===== src/rtl/starfield_parallax.sv =====
// Parallax starfield generator: VGA timing plus LAYERS independent 16-bit
// Galois-LFSR star layers that scroll left at per-layer speeds.
// All outputs are registered and describe the counter state of the
// previous clock.
module starfield_parallax #(
  parameter int                   H_ACTIVE    = 640,
  parameter int                   H_FP        = 24,
  parameter int                   H_SYNC      = 40,
  parameter int                   H_BP        = 128,
  parameter int                   V_ACTIVE    = 480,
  parameter int                   V_FP        = 9,
  parameter int                   V_SYNC      = 3,
  parameter int                   V_BP        = 28,
  parameter int                   LAYERS      = 3,
  parameter int                   SPEED       = 1,
  parameter int                   DENS_BITS   = 6,
  parameter logic [15:0]          SEED        = 16'hACE1,
  parameter logic [3*LAYERS-1:0]  LAYER_COLOR = 9'b111_011_001
) (
  input  logic       clk,
  input  logic       reset,
  input  logic       pause,
  output logic       hsync,
  output logic       vsync,
  output logic       de,
  output logic       frame_start,
  output logic [2:0] rgb
);

  localparam int H_TOTAL = H_ACTIVE + H_FP + H_SYNC + H_BP;
  localparam int V_TOTAL = V_ACTIVE + V_FP + V_SYNC + V_BP;
  localparam int HW      = $clog2(H_TOTAL + 1);
  localparam int VW      = $clog2(V_TOTAL + 1);
  localparam int ADV_W   = $clog2(LAYERS * SPEED + 1);

  localparam logic [HW-1:0] H_LAST     = HW'(H_TOTAL - 1);
  localparam logic [HW-1:0] H_VIS      = HW'(H_ACTIVE);
  localparam logic [HW-1:0] H_VIS_LAST = HW'(H_ACTIVE - 1);
  localparam logic [HW-1:0] HS_BEGIN   = HW'(H_ACTIVE + H_FP);
  localparam logic [HW-1:0] HS_END     = HW'(H_ACTIVE + H_FP + H_SYNC);
  localparam logic [VW-1:0] V_LAST     = VW'(V_TOTAL - 1);
  localparam logic [VW-1:0] V_VIS      = VW'(V_ACTIVE);
  localparam logic [VW-1:0] V_VIS_LAST = VW'(V_ACTIVE - 1);
  localparam logic [VW-1:0] VS_BEGIN   = VW'(V_ACTIVE + V_FP);
  localparam logic [VW-1:0] VS_END     = VW'(V_ACTIVE + V_FP + V_SYNC);

  // Every scheduled advance step must fit in the vertical blanking window,
  // otherwise frames would silently lose scroll distance.
  if (LAYERS < 1 || LAYERS > 8) begin : g_bad_layers
    $fatal(1, "starfield_parallax: LAYERS must be 1..8");
  end
  if (LAYERS * SPEED >= (V_FP + V_SYNC + V_BP) * H_TOTAL) begin : g_bad_speed
    $fatal(1, "starfield_parallax: LAYERS*SPEED exceeds the vertical blanking window");
  end

  function automatic logic [15:0] lfsr_step(input logic [15:0] x);
    return {1'b0, x[15:1]} ^ (x[0] ? 16'hB400 : 16'h0000);
  endfunction

  function automatic logic [15:0] layer_seed(input int i);
    logic [15:0] s;
    s = SEED + 16'(i * 32'h1F35);
    return (s == 16'h0000) ? 16'h0001 : s;
  endfunction

  logic [HW-1:0]    hcount;
  logic [VW-1:0]    vcount;
  logic [15:0]      f_state   [LAYERS];
  logic [15:0]      l_state   [LAYERS];
  logic [15:0]      cur_state [LAYERS];
  logic [ADV_W-1:0] adv       [LAYERS];
  logic [LAYERS-1:0] star;
  logic [2:0]       pixel;
  logic             visible;
  logic             at_origin;
  logic             last_visible;

  assign visible      = (hcount < H_VIS) && (vcount < V_VIS);
  assign at_origin    = (hcount == '0) && (vcount == '0);
  assign last_visible = (hcount == H_VIS_LAST) && (vcount == V_VIS_LAST);

  // Raster counters: hcount wraps each line, vcount wraps each frame.
  // NOTE: sequential state uses non-blocking assignments so every register
  // samples the pre-edge values, independent of block ordering.
  always_ff @(posedge clk or posedge reset) begin
    if (reset) begin
      hcount <= '0;
      vcount <= '0;
    end else if (hcount == H_LAST) begin
      hcount <= '0;
      vcount <= (vcount == V_LAST) ? '0 : vcount + 1'b1;
    end else begin
      hcount <= hcount + 1'b1;
    end
  end

  // Star detection per layer and highest-index-wins colour selection.
  // At (0,0) the working LFSR is bypassed by the frame-start state so the
  // first pixel of a frame already sees the reloaded value.
  // NOTE: every variable gets a default before the conditional logic so no
  // latch is inferred.
  always_comb begin
    pixel = 3'b000;
    star  = '0;
    for (int i = 0; i < LAYERS; i++) begin
      cur_state[i] = at_origin ? f_state[i] : l_state[i];
      star[i]      = &cur_state[i][DENS_BITS-1:0];
      if (star[i]) pixel = LAYER_COLOR[3*i +: 3];
    end
  end

  // Layer state: working LFSRs step per visible pixel; frame-start LFSRs
  // step adv times in the blanking after the last visible pixel.
  // NOTE: the per-layer state arrays are a handful of registers, not a RAM,
  // so they are reset explicitly to their seeds.
  always_ff @(posedge clk or posedge reset) begin
    if (reset) begin
      for (int i = 0; i < LAYERS; i++) begin
        f_state[i] <= layer_seed(i);
        l_state[i] <= layer_seed(i);
        adv[i]     <= '0;
      end
    end else begin
      for (int i = 0; i < LAYERS; i++) begin
        if (visible) l_state[i] <= lfsr_step(cur_state[i]);
        if (at_origin) begin
          adv[i] <= '0;
        end else if (last_visible) begin
          adv[i] <= ADV_W'((i + 1) * SPEED);
        end else if (adv[i] != '0 && !pause) begin
          f_state[i] <= lfsr_step(f_state[i]);
          adv[i]     <= adv[i] - 1'b1;
        end
      end
    end
  end

  // Registered video outputs, one clock behind the counters.
  always_ff @(posedge clk or posedge reset) begin
    if (reset) begin
      hsync       <= 1'b1;
      vsync       <= 1'b1;
      de          <= 1'b0;
      frame_start <= 1'b0;
      rgb         <= 3'b000;
    end else begin
      hsync       <= !((hcount >= HS_BEGIN) && (hcount < HS_END));
      vsync       <= !((vcount >= VS_BEGIN) && (vcount < VS_END));
      de          <= visible;
      frame_start <= at_origin;
      rgb         <= visible ? pixel : 3'b000;
    end
  end

endmodule


===== config.mk =====
export PLATFORM = sky130hd
export DESIGN_NAME = starfield_parallax
export DESIGN_NICKNAME = d
export VERILOG_FILES = /design/src/rtl/starfield_parallax.sv
export SDC_FILE = /design/constraint.sdc
export NUM_CORES = 1
export LEC_CHECK = 0
export CAP_MARGIN = 10
export CORE_ASPECT_RATIO = 0.8
export CORE_MARGIN = 1.5
export CORE_UTILIZATION = 60
export CTS_CLUSTER_SIZE = 14
export DETAILED_ROUTE_END_ITERATION = 6
export PLACE_DENSITY_LB_ADDON = 0.1
export SLEW_MARGIN = 30
export SYNTH_ARGS = -nofsm -noshare
export SYNTH_HDL_FRONTEND = slang
export SYNTH_SLANG_ARGS = --single-unit

===== constraint.sdc =====
create_clock -name clk -period 5.4 [get_ports clk]
set_clock_uncertainty 0.15 [all_clocks]
set_input_delay 1.08 -clock clk [delete_from_list [all_inputs] [get_ports clk]]
set_output_delay 1.08 -clock clk [all_outputs]
set_load 0.05 [all_outputs]

# ---- Word level (Yosys, flattened, before mapping)
# Index checks and enable logic that the tools add are counted.
dict set report word_totals {
  register_bits 129
  in_bits 3
  output_inout_bits 7
  wordCells 88
}
dict set report classes {
  addsub 5
  order_cmp 6
  eq_ne 4
  n_mux 24
  n_bitwise 8
  reduce_logical 25
}
# cell n
set ops {}
lappend ops {{$mux W16} 9}
lappend ops {{$xor A15 B16 Y16} 6}
lappend ops {{$eq A10 B10 Y1 const B} 3}
lappend ops {{$add A10 B1 Y10 const B} 2}
lappend ops {{$logic_not A10 Y1} 2}
lappend ops {{$lt A10 B10 Y1 const B} 2}
lappend ops {{$lt A10 B9 Y1 const B} 2}
lappend ops {{$mux W10} 2}
lappend ops {{$mux W2} 9}
lappend ops {{$reduce_and A6 Y1} 3}
lappend ops {{$eq A10 B9 Y1 const B} 1}
lappend ops {{$ge A10 B10 Y1 const B} 1}
lappend ops {{$ge A10 B9 Y1 const B} 1}
lappend ops {{$mux W3} 3}
lappend ops {{$reduce_and A3 Y1} 3}
lappend ops {{$reduce_bool A3 Y1} 3}
lappend ops {{$logic_and A1 B1 Y1} 8}
lappend ops {{$reduce_bool A2 Y1} 3}
lappend ops {{$sub A2 B1 Y2 const B} 3}
lappend ops {{$logic_not A1 Y1} 3}
lappend ops {{$not A1 Y1} 2}
lappend ops {{$mux W1} 1}

# ---- Depth between registers and ports, before layout
# Gate-level depths: netlist of the first run.
dict set report logic_depth {
  ltp_word 8
  mapped_depth 10
}

# ---- Worst setup path after synthesis of the first run
# Ideal clock, no wire load.
dict set report synth_timing {
  path_kind {reg2reg}
  from {register hcount[7]}
  to {register f_state[2] in the netlist's numbering}
  setup_time_ps 125
  t_arrival_ps 2216
  required_ps 5125
  setup_slack_ps 2910
  path_stages_with_launch 8
  n_path_buf 2
  cell_sequence {dfrtp_1 > or2_1 > or4_4 > or3_1 > buf_6 > nand3_4 > buf_6 > mux2_2}
}
dict set report synth_via {
  elab_chain_len 4
  word_cells_on_any_way 7
  classes_between {eq/ne (1); bitwise (2); reduce/logical (4)}
}
# element line
set synth_rtl {}
lappend synth_rtl {{from (decl)} 66} ;# logic [HW-1:0] hcount;
lappend synth_rtl {{from (signal assigned)} 93} ;# hcount <= hcount + 1'b1;
lappend synth_rtl {{$eq A10 B10 Y1 / $logic_not A10 Y1 (equally long branches)} {80, 79}}
lappend synth_rtl {{$logic_and A1 B1 Y1, on equally long branches} {80, 79}}
lappend synth_rtl {{$not A1 Y1 (no line)} --}
lappend synth_rtl {{$reduce_and A3 Y1 (no line) *} --}
lappend synth_rtl {{to (signal, indexed assignment)} 119} ;# f_state[i] <= layer_seed(i);
lappend synth_rtl {{to (signal, indexed assignment)} 131} ;# f_state[i] <= lfsr_step(f_state[i]);
lappend synth_rtl {{to (decl)} 68} ;# logic [15:0] f_state [LAYERS];
# Mark *: on every way between the ends. The rest lies on a longest branch, timed or not.
# A chain may end at the register's enable or synchronous reset.

# ---- Worst setup path after layout of the first run
dict set report layout_timing {
  from {register vcount[0]}
  to {register f_state[29] in the netlist's numbering}
}
dict set report layout_via {
  elab_chain_len 4
  word_cells_on_any_way 7
  classes_between {eq/ne (1); bitwise (2); reduce/logical (4)}
}
# element line
set layout_rtl {}
lappend layout_rtl {{from (decl)} 67} ;# logic [VW-1:0] vcount;
lappend layout_rtl {{from (signal assigned)} 91} ;# vcount <= (vcount == V_LAST) ? '0 : vcount + 1'b1;
lappend layout_rtl {{$eq A10 B9 Y1 / $logic_not A10 Y1 (equally long branches)} {80, 79}}
lappend layout_rtl {{$logic_and A1 B1 Y1, on equally long branches} {80, 79}}
lappend layout_rtl {{$not A1 Y1 (no line)} --}
lappend layout_rtl {{$reduce_and A3 Y1 (no line) *} --}
# Marks and branches as above.

==> results of run 1 <==
[power by group through the flow]
stage | registers (mW) | logic [mW] | clock network, mW
after CTS | 0.969 | 0.0226 | 1.12
after detailed placement | 0.985 | 0.0226 | 0
after global routing | 0.969 | 0.0255 | 1.17
after floorplan | 0.985 | 0.0137 | 0
after global placement | 0.985 | 0.0220 | 0
final | 0.970 | 0.0210 | 1.10
[stage by stage]
stage                     cell area [um2]  std cells
final                                6680        710
after global routing                 6680        710
after CTS                            6680        710
after detailed placement             6110        678
after global placement               6100        678
after floorplan                      5940        559
[cell usage in the layout (no fill, tap or decap), drive strengths merged, types with 4 or more instances in the layout]
cell type,netlist,layout
nand4,12,12
buf,11,6
and3,6,6
ha,9,9
xor2,24,24
inv,13,13
nor2,58,58
nand3,6,6
a31oi,41,41
xnor2,9,9
dfstp,52,52
mux2,49,49
clkinv,0,4
nand2,111,111
dfrtp,77,77
or3,5,5
clkdlybuf4s50,0,9
clkbuf,21,26
a21oi,7,7
mux2i,11,11
o21ai,16,16
[worst paths after layout]
kind                            cells past startpoint   startpoint     endpoint  slack (ps)
worst max-delay path                                8    vcount[0]  f_state[29]        2420
worst min-delay path                                2  l_state[38]  l_state[37]         320
worst max register to register                      8    vcount[0]  f_state[29]        2420
worst min register to register                      2  l_state[38]  l_state[37]         320
max in group asynchronous                           3        reset   l_state[0]        3210
min in group asynchronous                           2        reset    vcount[6]        1010
[area by class of cell]
type | instances | share of cell area
Tap cell | 136 | 0.0255
Clock inverter | 6 | 0.0120
Sequential cell | 129 | 0.493
Inverter | 13 | 0.00843
Timing Repair Buffer | 15 | 0.0202
Multi-Input combinational cell | 385 | 0.368
Clock buffer | 26 | 0.0732
[logic make-up (layout without fill, tap and decap cells)]
kind of cell | after synthesis | count (layout) | share of synthesized area
compound gates | 70 | 70 | 0.0705
xor+xnor | 33 | 33 | 0.0486
fa+ha+maj | 9 | 9 | 0.0189
buf+inv | 45 | 60 | 0.0352
flops | 129 | 129 | 0.554
mux | 60 | 60 | 0.111
simple gates | 213 | 213 | 0.161
[worst max-delay path, stage by stage (launching register included)]
cell and delay [ps]:
dfrtp_1 400, inv_1 120, ha_1 160, nand4bb_1 100, or4_4 450, or3_2 420, buf_4 340, nand3_4 310
mux2_2 380
[state kept, by name, indices dropped and copies added (netlist names)]
| name | flops |
|---|---|
| de | 1 |
| hsync | 1 |
| frame_start | 1 |
| hcount | 10 |
| f_state | 48 |
| l_state | 48 |
| adv | 6 |
| vcount | 10 |
| rgb | 3 |
| vsync | 1 |
[routing by layer]
layer | global-route usage | wire length, um | up-vias
met5 | 0 | 0 | -
met1 | 0.337 | 5230 | 1958
met2 | 0.355 | 5070 | 70
met3 | 0.0760 | 406 | 5
li1 | - | - | 1915
met4 | 0.0781 | 74 | 0
==> metrics.yaml, run 1 <==
run_status:
  status: "finished clean"
worst_setup_path:
  end_kind: "flop"
  path_class: "flop to flop"
  cp_max_fo: 53
  worstPathArrival_ps: 3120
  cp-start-kind: "flop"
  required_ps: 5540
timing:
  period_minus_slack_ps: 2980
  slew_headroom: 0.407
  fin_ws_ps: 2420
  maxSlewViolCount: 0
  whs_ps: 318
  worstMarginPinSlew_ps: 890
  max_freq_mhz: 336
  finalSetupViolCount: 0
  tns_ps: 0
  period_share: 0.552
  hold_viol: 0
  rsz0062_at_grt: "false"
clock_tree:
  cts_buffers: 17
  cts-resized-gates: 0
  clk_path_buf_depth: 2
  clk_latency_ps: 430
  tritoncts: "built"
  ctsHoldBuffers: 0
  clk_pin_slew_ps: 60
  clock-sinks: 129
  ctsHtreeMaxLevel: 4
  root_buffer: "clkbuf_16"
  postCtsSetupRepairBufs: 0
synthesis:
  ys_top_cells_by_count: "111 x nand2_1, 77 x dfrtp_1, 58 x nor2_1"
  synth.avg_cell_area_um2: 10.6
  seq_area_frac_synth: 0.554
  syn_nets: 571
  synthTopCellsByArea: "dfrtp_1 32%, dfstp_2 23%, mux2_2 9.3%"
  syn_area_mm2: 0.00594
  yosysMostFrequentCell: "nand2_1"
  async_flop_share: 1.00
  yosysWarnings: 0
  yosysUniqueCellTypes: 41
  ys_ff_latch: 129
  synth-edff-count: 0
  syn-instance-count: 559
  yosys.area.top_type: "dfrtp_1"
  synth_flop_cell: "dfrtp_1"
  synth_top_area_frac: 0.324
route:
  wirelength_um: 10800
  vias_per_cell: 5.56
  drc: 0
  dr.pass1.iters: 4
  drtIter0Drc: 231
  vias: 3948
  wl_per_cell_um: 15.2
  ant_nets: 0
cells_and_area:
  multi_input_area_mm2: 0.00245
  synthToLayoutAreaGrowth_pct: 12.4
  post-route-util: 0.692
  n_fill_cell: 721
  antennaDiodeCount: 0
  layout-drive-gt1-share: 0.249
  regArea_mm2: 0.00329
  nNetsFinal: 573
pwr:
  combPwrFrac: 0.010
  ir_drop_uv: 224
  power_density_mw_per_mm2: 313
  total_switching_power_mw: 0.406
  power.internal_mw: 1.68
  p_leak_nw: 3.13
  p_total_mw: 2.09
  p_sw_frac: 0.194
  seqPwrFrac: 0.464
  power_frac_clock: 0.526
floorplanning:
  die-area_mm2: 0.0105
  core-area_mm2: 0.00965
  die_h_um: 92.0
  rows: 32
  io-pin-count: 10
  die_x_um: 114
  start_util: 0.616
global_route:
  grt_pass1_wl_um: 19300
  antenna_found_initial: 0
  first_global_vias: 3975
  overflow: 0
  grt_max_degree: 82
  track_usage: 0.239
worst_hold_path:
  hold_class: "flop to flop"
placed_design:
  port_buffers: 9
  post-dp-hpwl_um: 6790
  place_ws_ps: 2460
  place.gp.congestion: 0.770
flow_run:
  drv_cap: 0
No activity file was read; power rests on OpenSTA's default activity.
==> inputs of run 2 (changes only) <==
Clock period 5.4 ns to 3.1 ns, I/O delays scaled along.
==> run 2 against run 1 <==
Against the previous run: clock-buffer cell count fell by 6; worst hold slack improved by 18 ps; critical path depth fell by 1; core utilization rose by 0.77 points; critical endpoint is now f_state[10]; die area did not move; global-route usage fell by 0.053 points; sequential share of layout area fell by 0.54 points; sequential power rose by 74%; clock power rose by 80%; fmax rose by 1.4%; cell area rose by 1.1%; first-iteration DRC count fell by 13%.
==> metrics.yaml, run 2 (same netlist as run 1, synthesis figures left out) <==
cells_and_area:
  regArea_mm2: 0.00329  # unchanged
  antennaDiodeCount: 0  # unchanged
  layoutNonFillerInstCount: 713  # +0.42%
  reg_top3: "f_state: 48 flops, l_state: 48 flops"
  multi_input_area_mm2: 0.00245  # unchanged
  final_cell_mix: "111 x nand2_1, 77 x dfrtp_1, 58 x nor2_1, 52 x dfstp_2, 49 x mux2_2"
  nNetsFinal: 576  # +0.52%
  final_common_cell: "nand2_1"
  layout-drive-gt1-share: 0.260  # +0.0108
  synthToLayoutAreaGrowth_pct: 13.6
  n_fill_cell: 721  # unchanged
timing:
  worstMarginPinSlew_ps: 703  # -187 ps
  tns_ps: 0  # unchanged
  max_freq_mhz: 340  # +1.4%
  finalSetupViolCount: 0  # unchanged
  period_share: 0.948  # +0.396
  rsz0062_at_grt: "false"
  maxSlewViolCount: 0  # unchanged
  slew_headroom: 0.531  # +0.125
  period_minus_slack_ps: 2940  # -41.3 ps
  hold_viol: 0  # unchanged
clock_tree:
  postCtsSetupRepairBufs: 0  # unchanged
  clk_pin_slew_ps: 50  # about the same
  cts-resized-gates: 0  # unchanged
  clock-sinks: 129  # unchanged
  ctsHoldBuffers: 0  # unchanged
  clk_latency_ps: 410  # -20 ps
  tritoncts: "built"
  ctsHtreeMaxLevel: 4  # unchanged
  root_buffer: "clkbuf_16"
  clk_path_buf_depth: 2  # unchanged
  cts_buffers: 17  # unchanged
worst_hold_path:
  hold_class: "flop to flop"
  worstHoldEndpoint: "l_state[10]"
  worstHoldStart: "l_state[10]"
  hold_depth: 2  # unchanged
route:
  vias: 3968  # +0.51%
  dr.pass1.iters: 4  # unchanged
  wl_per_cell_um: 15.5  # +1.9%
  drc: 0  # unchanged
  vias_per_cell: 5.57  # about the same
  drtIter0Drc: 201  # -13%
  wirelength_um: 11000  # +2.3%
  ant_nets: 0  # unchanged
global_route:
  use_met3: 0.0621  # -0.0139
  grt_max_degree: 130  # +59%
  grt_pass1_wl_um: 19500  # +0.90%
  overflow: 0  # unchanged
  track_usage: 0.239  # -0.000526
  first_global_vias: 4020  # +1.1%
  use_met1: 0.326  # -0.0106
  grt_busiest_layer: "met2"
  met2_usage: 0.378  # +0.0221
  antenna_found_initial: 0  # unchanged
floorplanning:
  core-area_mm2: 0.00965  # unchanged
  die_x_um: 114  # unchanged
  start_util: 0.616  # unchanged
  die-area_mm2: 0.0105  # unchanged
  io-pin-count: 10  # unchanged
  die_h_um: 92.0  # unchanged
  rows: 32  # unchanged
placed_design:
  port_buffers: 9  # unchanged
  post-dp-hpwl_um: 6720  # -1.1%
  place.gp.congestion: 0.750  # -2.6%
  placedCellCount: 681  # +0.44%
worst_setup_path:
  rr_startpoint: "vcount[1]"
  ff2ff_setup_slack_ps: 160  # -2260 ps
  cp-startpoint: "vcount[1]"
  rr_endpoint: "f_state[10]"
  end_kind: "flop"
  cp-start-kind: "flop"
  worstRegToRegCells: 7  # -1
  cp_max_fo: 17  # -68%
  path_class: "flop to flop"
  required_ps: 3240  # -2300 ps
  worstPathArrival_ps: 3080  # -40 ps
flow_run:
  drv_cap: 0  # unchanged
pwr:
  power_density_mw_per_mm2: 549  # +75%
  p_leak_nw: 3.16  # +0.87%
  ir_drop_uv: 352  # +57%
run_status:
  status: "finished clean"
run 2: worst max-delay path, stage by stage (launching register included):
cell and delay (ps):
dfrtp_1 400, inv_1 140, ha_1 170, nand4bb_1 110, or4_4 470, or3_2 680
nand3_4 320, mux2_2 370
run 2: report_power, final:
part,leakage (nW),switching [mW],internal [mW]
Combinational,1.28,0.0322,0.00510
Clock,0.289,0.708,1.27
Sequential,1.59,0,1.69
Total,3.16,0.740,2.97
run 2: how the worst max path moves through the flow:
stage / slack, ps / end / cells after the start
2_1_floorplan: 610 / f_state[2] / 7
5_1_grt: 50 / f_state[5] / 7
3_5_place_dp: 210 / f_state[36] / 7
4_1_cts: 170 / f_state[10] / 7
6_report: 160 / f_state[10] / 7
3_3_place_gp: 300 / f_state[2] / 7
run 2: per-layer routing:
layer / wire length (um) / up-vias
met3: 371 / 13
met2: 5240 / 55
met5: 0 / -
met4: 116 / 0
li1: - / 1923
met1: 5290 / 1977
run 2: area by class of cell:
type | count | area share
flip-flops and latches | 129 | 0.488
multi-input cells | 385 | 0.364
clock buffers | 20 | 0.0661
repair buffers | 18 | 0.0289
well taps | 136 | 0.0252
clock inverters | 12 | 0.0208
inverters | 13 | 0.00778
run 2: stage by stage:
stage	area, um2	total power, mW	hold slack [ps]	utilization	worst slack [ps]
2_1_floorplan	5950	1.74	300	-	610
4_1_cts	6750	3.74	334	0.700	170
3_5_place_dp	6170	1.76	326	0.639	214
6_report	6750	3.71	336	0.700	162
5_1_grt	6750	3.82	355	0.700	51.4
3_3_place_gp	6170	1.75	317	0.639	298
==> inputs of run 3 (changes only) <==
Settings changed: CORE_UTILIZATION 60 to 45.
==> run 3 against run 2 <==
Against the previous run: wire length shrank 1.1%; sequential share of layout area shrank 0.35 points; worst hold slack lost 6.6 ps; power shrank 1.4%; first-iteration DRC count grew 30%; sequential power is essentially flat; cell area grew 0.72%; fmax grew 2.3%; core utilization shrank 17 points; largest power group unchanged.
==> metrics.yaml, run 3 (same netlist as run 1, synthesis figures left out) <==
cells_and_area:
  reg_top3: "f_state: 48 flops, l_state: 48 flops"
  final_common_cell: "nand2_1"
  layout-drive-gt1-share: 0.260  # unchanged
  final_cell_mix: "111 x nand2_1, 77 x dfrtp_1, 58 x nor2_1, 52 x dfstp_2, 49 x mux2_2"
  nNetsFinal: 577  # +0.17%
  synthToLayoutAreaGrowth_pct: 14.4
  n_fill_cell: 1188  # +65%
  antennaDiodeCount: 0  # unchanged
timing:
  period_minus_slack_ps: 2870  # -67.4 ps
  max_freq_mhz: 348  # +2.3%
  hold_viol: 0  # unchanged
  worstMarginPinSlew_ps: 512  # -191 ps
  period_share: 0.926  # -0.0217
  tns_ps: 0  # unchanged
  finalSetupViolCount: 0  # unchanged
  rsz0062_at_grt: "false"
  maxSlewViolCount: 0  # unchanged
  whs_ps: 330  # -6.65 ps
  slew_headroom: 0.649  # +0.117
clock_tree:
  clock-sinks: 129  # unchanged
  postCtsSetupRepairBufs: 0  # unchanged
  root_buffer: "clkbuf_16"
  ctsHtreeMaxLevel: 4  # unchanged
  tritoncts: "built"
  clk_path_buf_depth: 2  # unchanged
  clk_pin_slew_ps: 50  # about the same
  clk_latency_ps: 410  # about the same
  cts_buffers: 17  # unchanged
  cts-resized-gates: 0  # unchanged
  ctsHoldBuffers: 0  # unchanged
pwr:
  ir_drop_uv: 370  # +5.1%
  p_leak_nw: 3.17  # +0.26%
  power_density_mw_per_mm2: 537  # -2.1%
global_route:
  overflow: 0  # unchanged
  antenna_found_initial: 0  # unchanged
  track_usage: 0.175  # -0.0635
  grt_pass1_wl_um: 19400  # -0.29%
  grt_max_degree: 80  # -38%
  first_global_vias: 3874  # -3.6%
floorplanning:
  start_util: 0.462  # -0.154
  die-area_mm2: 0.0139  # +32%
  core-area_mm2: 0.0129  # +33%
  io-pin-count: 10  # unchanged
  die_x_um: 131  # +15%
  rows: 37  # +16%
  die_h_um: 106  # +15%
route:
  drc: 0  # unchanged
  vias: 3861  # -2.7%
  drtIter0Drc: 262  # +30%
  wl_per_cell_um: 14.5  # -6.2%
  wirelength_um: 10900  # -1.1%
  ant_nets: 0  # unchanged
  vias_per_cell: 5.13  # -7.7%
  dr.pass1.iters: 5  # +1
worst_hold_path:
  hold_class: "flop to flop"
  worstHoldEndpoint: "l_state[42]"
  hold_depth: 2  # unchanged
  worstHoldStart: "l_state[42]"
worst_setup_path:
  end_kind: "flop"
  worstRegToRegCells: 7  # unchanged
  worstPathArrival_ps: 3010  # -70 ps
  required_ps: 3240  # about the same
  path_class: "flop to flop"
  ff2ff_setup_slack_ps: 230  # +70 ps
  rr_endpoint: "f_state[7]"
  cp-start-kind: "flop"
  rr_startpoint: "vcount[0]"
  cp_max_fo: 16  # -1
placed_design:
  place.gp.congestion: 0.751  # +0.19%
  post-dp-hpwl_um: 6980  # +3.9%
  port_buffers: 9  # unchanged
run_status:
  status: "finished clean"
flow_run:
  drv_cap: 0  # unchanged
-- run 3: power by group --
| part | internal (mW) | switching (mW) |
|---|---|---|
| clock network | 1.24 | 0.683 |
| registers | 1.69 | 0 |
| logic | 0.00673 | 0.0340 |
| total | 2.94 | 0.716 |
-- run 3: worst max path at each step --
stage                  endpoint  slack [ps]       from
detailed placement  f_state[41]         220  vcount[1]
finish               f_state[7]         230  vcount[0]
CTS                 f_state[12]         210  vcount[1]
floorplan            f_state[2]         610  hcount[7]
global route        f_state[10]          80  vcount[1]
global placement     f_state[2]         280  vcount[0]
-- run 3: per-layer routing --
metal | up-vias | track usage | routed length (um)
li1 | 1924 | - | -
met1 | 1888 | 0.248 | 5590
met2 | 39 | 0.253 | 4790
met3 | 10 | 0.0620 | 426
met4 | 0 | 0.0500 | 100
met5 | - | 0 | 0
-- run 3: critical path, stage by stage (launching register included) --
cell,delay (ps)
dfrtp_1,410
inv_1,120
ha_1,150
nand4bb_1,100
or4_4,460
or3_2,670
nand3_4,320
mux2_2,370
-- run 3: final cells by class --
cell class	instances	area, um2	share of cell area
clock buffer	26	529	0.0778
tap	175	219	0.0322
inverter	13	52.6	0.00773
timing repair buffer	19	203	0.0298
sequential	129	3290	0.484
multi-input combinational	385	2450	0.361
clock inverter	5	50.0	0.00736
-- run 3: through the flow --
stage | setup slack [ps] | cell area (um2) | utilization | instances | total power [mW]
detailed placement | 222 | 6220 | 0.483 | 721 | 1.76
global route | 78.4 | 6800 | 0.528 | 752 | 3.80
finish | 230 | 6800 | 0.528 | 752 | 3.65
CTS | 210 | 6800 | 0.528 | 752 | 3.70
global placement | 277 | 6220 | 0.483 | 721 | 1.76
floorplan | 610 | 5950 | - | 559 | 1.74
